$ cat src/rtl/window_3x3_gen.sv
// 3x3 sliding-window generator over a raster pixel stream, using two line buffers.
// Optional frame_done pulse is enabled by defining WINDOW_FRAME_DONE_EN.
module window_3x3_gen #(
  parameter int IMG_WIDTH  = 64,
  parameter int IMG_HEIGHT = 64
) (
  input  logic        clk,
  input  logic        rst_n,
  input  logic [7:0]  pixel_in,
  input  logic        pixel_valid,
  input  logic        sof,
  output logic [71:0] window_out,
`ifdef WINDOW_FRAME_DONE_EN
  output logic        window_valid,
  output logic        frame_done
`else
  output logic        window_valid
`endif
);

  localparam int DATA_W = 8;
  localparam int CW = $clog2(IMG_WIDTH);
  localparam int RW = $clog2(IMG_HEIGHT);
  localparam logic [CW-1:0] LAST_C = CW'(IMG_WIDTH - 1);
  localparam logic [RW-1:0] LAST_R = RW'(IMG_HEIGHT - 1);

  typedef enum logic [1:0] {IDLE, FILL, ACTIVE} state_t;

  state_t state;
  logic [RW-1:0] row;
  logic [CW-1:0] col;

  logic [DATA_W-1:0] lb0 [IMG_WIDTH];   // line r-1
  logic [DATA_W-1:0] lb1 [IMG_WIDTH];   // line r-2

  // Window columns stored as {bottom, middle, top}; col1 is c-1, col2 is c-2.
  logic [3*DATA_W-1:0] col1_p0, col2_p0;

  logic                accept, emit, last;
  logic [RW-1:0]       pos_r;
  logic [CW-1:0]       pos_c;
  logic [3*DATA_W-1:0] new_col;
  logic [71:0]         win_next;

  always_comb begin
    accept   = pixel_valid && (sof || state != IDLE);
    pos_r    = sof ? '0 : row;
    pos_c    = sof ? '0 : col;
    last     = (pos_r == LAST_R) && (pos_c == LAST_C);
    emit     = accept && !sof && (pos_r >= RW'(2)) && (pos_c >= CW'(2));
    new_col  = {pixel_in, lb0[pos_c], lb1[pos_c]};
    win_next = {new_col[23:16], col1_p0[23:16], col2_p0[23:16],
                new_col[15:8],  col1_p0[15:8],  col2_p0[15:8],
                new_col[7:0],   col1_p0[7:0],   col2_p0[7:0]};
  end

  // Stage p0 -> p1: line buffers and column shift register (data only, no reset)
  always_ff @(posedge clk) begin
    if (accept) begin
      lb1[pos_c] <= lb0[pos_c];
      lb0[pos_c] <= pixel_in;
      col2_p0    <= col1_p0;
      col1_p0    <= new_col;
    end
  end

  // Stage p1: position tracking, state machine and registered window outputs
  always_ff @(posedge clk or negedge rst_n) begin
    if (!rst_n) begin
      state        <= IDLE;
      row          <= '0;
      col          <= '0;
      window_valid <= 1'b0;
      window_out   <= '0;
`ifdef WINDOW_FRAME_DONE_EN
      frame_done   <= 1'b0;
`endif
    end else begin
      window_valid <= emit;
      if (emit) window_out <= win_next;
`ifdef WINDOW_FRAME_DONE_EN
      frame_done   <= emit && last;
`endif
      if (accept) begin
        if (last) begin
          row <= '0;
          col <= '0;
        end else if (pos_c == LAST_C) begin
          row <= pos_r + RW'(1);
          col <= '0;
        end else begin
          row <= pos_r;
          col <= pos_c + CW'(1);
        end

        if (sof) begin
          state <= FILL;
        end else begin
          case (state)
            FILL:    if (pos_r == RW'(2) && pos_c == '0) state <= ACTIVE;
            ACTIVE:  if (last) state <= IDLE;
            default: state <= state;
          endcase
        end
      end
    end
  end

endmodule

$ cat config.mk
export PLATFORM = sky130hd
export DESIGN_NAME = window_3x3_gen
export DESIGN_NICKNAME = d
export VERILOG_FILES = /design/src/rtl/window_3x3_gen.sv
export SDC_FILE = /design/constraint.sdc
export NUM_CORES = 1
export LEC_CHECK = 0
export CAP_MARGIN = 20
export CORE_MARGIN = 3
export CORE_UTILIZATION = 53
export CTS_BUF_LIST = sky130_fd_sc_hd__clkbuf_16
export DETAILED_ROUTE_END_ITERATION = 10
export GPL_TIMING_DRIVEN = 0
export PLACE_DENSITY = 0.69
export SLEW_MARGIN = 20
export SYNTH_ARGS = -nofsm -noshare
export SYNTH_HDL_FRONTEND = slang
export SYNTH_SLANG_ARGS = --single-unit
$ cat constraint.sdc
create_clock -name clk -period 4.8 [get_ports clk]
set_clock_uncertainty 0.1 [all_clocks]
set_input_delay 0.48 -clock clk [delete_from_list [all_inputs] [get_ports clk]]
set_output_delay 0.48 -clock clk [all_outputs]
set_load 0.01 [all_outputs]
==> run summary <==
The H-tree generated during clock tree synthesis spans 3 levels. The number of placement rows came out at between 100 and 150. The dominant synthesized flop cell is edfxtp_1. The final layout net count is 3243. The leakage power is between 15 and 20 nW. The cell that appears most often on the critical path is buf_2. The worst setup path is captured at a flop. The share of synthesized area in the top cell type comes to 0.6908. Tracing the worst setup path back leads to its startpoint at col[0]. The worst pin sits at a relative slew slack of 0.1527. Setup repair after global routing left no endpoint under its margin.

The maximum buffer depth of the clock tree came out at 3. The critical path required time came out at 5.27 ns. The endpoint identified for the worst register-to-register timing path is window_out[45]. The initial core utilization is 0.5355. The top-level port count is between 80 and 90.

The congestion estimate from routability-driven global placement came to 1.003. The number of global-route vias before repair is 28200. STA puts the critical path data arrival time at approximately 5.3 ns.

The reported max-cap violation count is 0. The number of buffers and inverters on the critical path is 3. The power after layout is around 0.025 W. The number of enable flip-flop cells after synthesis came out at about 1100. After global routing the overflow that remains totals 0. The buffer count from post-CTS setup fixing came out at 0. The fraction of the mapped netlist area in adder cells is 0.0005370. The overall fraction of global-route tracks in use is 0.3444. Ranked by total cell area, the synthesized netlist is headed by edfxtp_1 69%, mux2i_1 8.1%, dfrtp_1 4.7%.

The largest driver fanout on the critical path came out at 66. The number of setup violations in the final report came out at 34. The fraction of the mapped netlist area in compound gates came out at 0.07110. The main combinational cell family by area after synthesis is multiplexers.

STA classifies the critical path startpoint as a flop. The synthesized-area fraction occupied by and/or/nand/nor cells came out at 0.07875. The run finished, with violations left. The class of the tightest hold or removal check is in2reg.

The overall via count from detail_route is around 30000. The internal power of the cells came out at about 0.018 W. Broken down by cell family, the worst path's largest delay share belongs to compound AO/OA/AOI/OAI gates. The first global-routing pass estimated about 220000 um of wire. The CTS tree is done. The part of the total power dissipated in the clock network came out at 0.345. The clock-pin transition on the worst setup and hold timing paths came out at ~0.06 ns. Buffers placed on the I/O ports in this run total 83. The switching fraction of total power came out at 0.2771.

In the final routed layout, each cell accounts on average for between 30 and 40 um. The die span in x is between 300 and 400 um. The clock sink count came out at 1159. The power per cell area is ~460 mW/mm^2. For the final routed database, the setup TNS stands at -1.212 ns. The worst reg-to-reg path cell count came out at 9. The die outline height came out at 302.5 um.

The fraction of power consumed by sequential logic is 0.479. The logic gate share of total power is 0.176. The finished cells cover 0.05487 mm^2.

The share of the clock period used by the worst path came out at 1.012. The final design utilization is 0.6305. The initial antenna violation count came out at 9. The detail route stage leaves a number of antenna-violating nets equal to 0.

The largest stage delay on the critical path is 0.95 ns. The sequential cell area fraction in the yosys report came out at 0.7375. The average cell area after synthesis came out at ~16 um^2. After synthesis, the netlist uses 58 different library cells.

Once detailed placement completed, the half-perimeter wirelength came to around 100000 um. In the final layout, the share of cells above drive strength 1 is 0.1545. The actual transition at the worst max-transition pin came out at 1.239 ns.

The pin count of the biggest net entering global routing came out at 67. The type of the worst setup path is reg2reg. The post-synthesis instance area is 0.04660 mm^2. The post-synthesis mux area share came out at 0.08697. The minimum period implied by the final worst setup slack is between 4 and 5 ns. The total count of hold-check failures in the final report came to 0.

The register area came out at approximately 0.034 mm^2. The die footprint is a little over 0.09 mm^2. On the critical path, the stage with the largest delay is an instance of or4_4. The number of buffers created by CTS came out at ~120. The number of pins exceeding their max-slew limit in the final report came out at 0. The wire length after detailed routing is about 160000 um.

The number of warning messages in the yosys log came out at 0. The xor-xnor portion of the synthesized cell area is 0. In this run the critical register-to-register path is launched from col[0]. The peak supply drop came out at 0.0003175 V.

The worst-case register-to-register setup slack came out at -0.06 ns. The peak clock frequency supported by timing is a little over 200 MHz. Summing all multi-input logic gate instances after layout gives around 0.012 mm^2. The number of detailed-route iterations in the first pass is 6. Traced cell by cell, the critical path runs through buf_6 > buf_2 > buf_2 > mux2i_1 > nor2_1 > a2111oi_1 > o22ai_1 > or4_4 > mux2_4.

The checks that failed: negative setup slack. The depth of the critical timing path with buffers and inverters included is 9. The instance area after placement came out at roughly 0.051 mm^2. The total core area is 0.08702 mm^2. The net switching power came out at between 0.006 and 0.007 W. The top cell types in the final layout, fill and taps aside, are 1072 x edfxtp_1, 376 x mux2i_1, 198 x nand2_1. edfxtp_1 takes more of the synthesized area than any other cell. The number of fill cells came out at between 6000 and 7000.

The worst setup slack after layout came out at -0.05893 ns. The CTS root buffer is clkbuf_16. The final routed DRC violation total is 0. The initial detailed-routing violation count came out at 4381. In the synthesized netlist the async set-or-reset flop fraction comes to 0.07506. The area added between synthesis and finish came out at 17.74%.

The net count after synthesis is 2963. In the routed layout, each cell is associated on average with a via count of about 6.6. The register bit count reported by yosys came out at 1159.

Following the worst setup path forward leads to its endpoint at window_out[45]. Leaving out fill and tap cells, the most frequent cell in the layout is edfxtp_1. Synthesis produced a netlist whose cell count is around 2900.

The clock insertion delay at the later pin of the skew report came out at ~0.7 ns.
-- Yosys cell counts (all sizes together) (3+ instances only) --
cell	count
nand3b	122
nor2	187
buf	118
and3	3
nand2b	123
or4	16
a21oi	129
o211ai	7
a2111oi	106
nand3	6
a22o	3
o21ai	30
inv	10
edfxtp	1072
mux2	16
nand4	4
nor2b	11
mux2i	376
o31ai	6
dfrtp	87
o22ai	179
a31o	4
clkbuf	79
nor3	23
nand4b	3
nand2	198
a221oi	3
mux4	4
o32ai	3
-- per-layer routing --
| metal | vias up | wire length, um | GRT usage |
|---|---|---|---|
| li1 | 12040 | - | - |
| met1 | 15000 | 58830 | 0.4668 |
| met2 | 2129 | 69410 | 0.5148 |
| met3 | 476 | 20420 | 0.09903 |
| met4 | 8 | 9275 | 0.1691 |
| met5 | - | 55 | 0 |
-- worst min path at each step --
stage,start,cells after the start,end
2_1_floorplan,rst_n,0,col[0]
3_3_place_gp,col2_p0[21],2,window_out[53]
3_5_place_dp,col2_p0[4],2,window_out[4]
4_1_cts,pixel_in[0],3,window_out[64]
5_1_grt,pixel_in[3],1,lb0[57][3]
6_report,pixel_in[0],3,window_out[64]
-- power by group through the flow --
stage,Combinational [W],Clock (W),Sequential [W]
2_1_floorplan,0.00195,0,0.0123
3_3_place_gp,0.00404,0,0.0122
3_5_place_dp,0.00429,0,0.0122
4_1_cts,0.00431,0.00869,0.0120
5_1_grt,0.00458,0.00911,0.0121
6_report,0.00443,0.00867,0.0120
-- cell type report --
class / instances / area share
plain buffers: 197 / 0.02077
well taps: 1155 / 0.02634
clock buffers: 118 / 0.05382
diodes: 2 / 0.00009122
multi-input cells: 1583 / 0.2123
clock inverters: 96 / 0.01209
flip-flops and latches: 1159 / 0.6264
repair buffers: 163 / 0.04750
inverters: 10 / 0.0006841
-- per-stage QoR --
stage	hold WS, ns	setup slack, ns	instances
finish	0.05935	-0.05893	4483
global route	0.08551	0.05196	4481
CTS	0.05922	0.1323	4481
detailed placement	0.3296	-0.1136	4265
global placement	0.3277	-2.639	4187
floorplan	0.08441	0.4327	2949
-- worst min-delay path, delay by kind of cell --
kind | cells | cell delay (ns)
buf+inv | 1 | 0.20
simple gates | 2 | 0.14
-- registers in the layout, summed over array words and instances (netlist names) --
register	cells
state	2
window_valid	1
window_out	72
lb0	512
row	6
lb1	512
col2_p0	24
col1_p0	24
col	6
-- logic make-up after synthesis --
group	Yosys count
mux	396
simple gates	706
compound gates	479
buf+inv	207
fa+ha+maj	2
flops	1159
-- timing repair --
item / CTS / global route
hold buffers: 2 / 0
hold endpoints to repair: 53 / 0
setup endpoints to repair: 0 / 2
gates resized for setup: 0 / 1
Note: power is estimated with default switching activity, not from simulation.
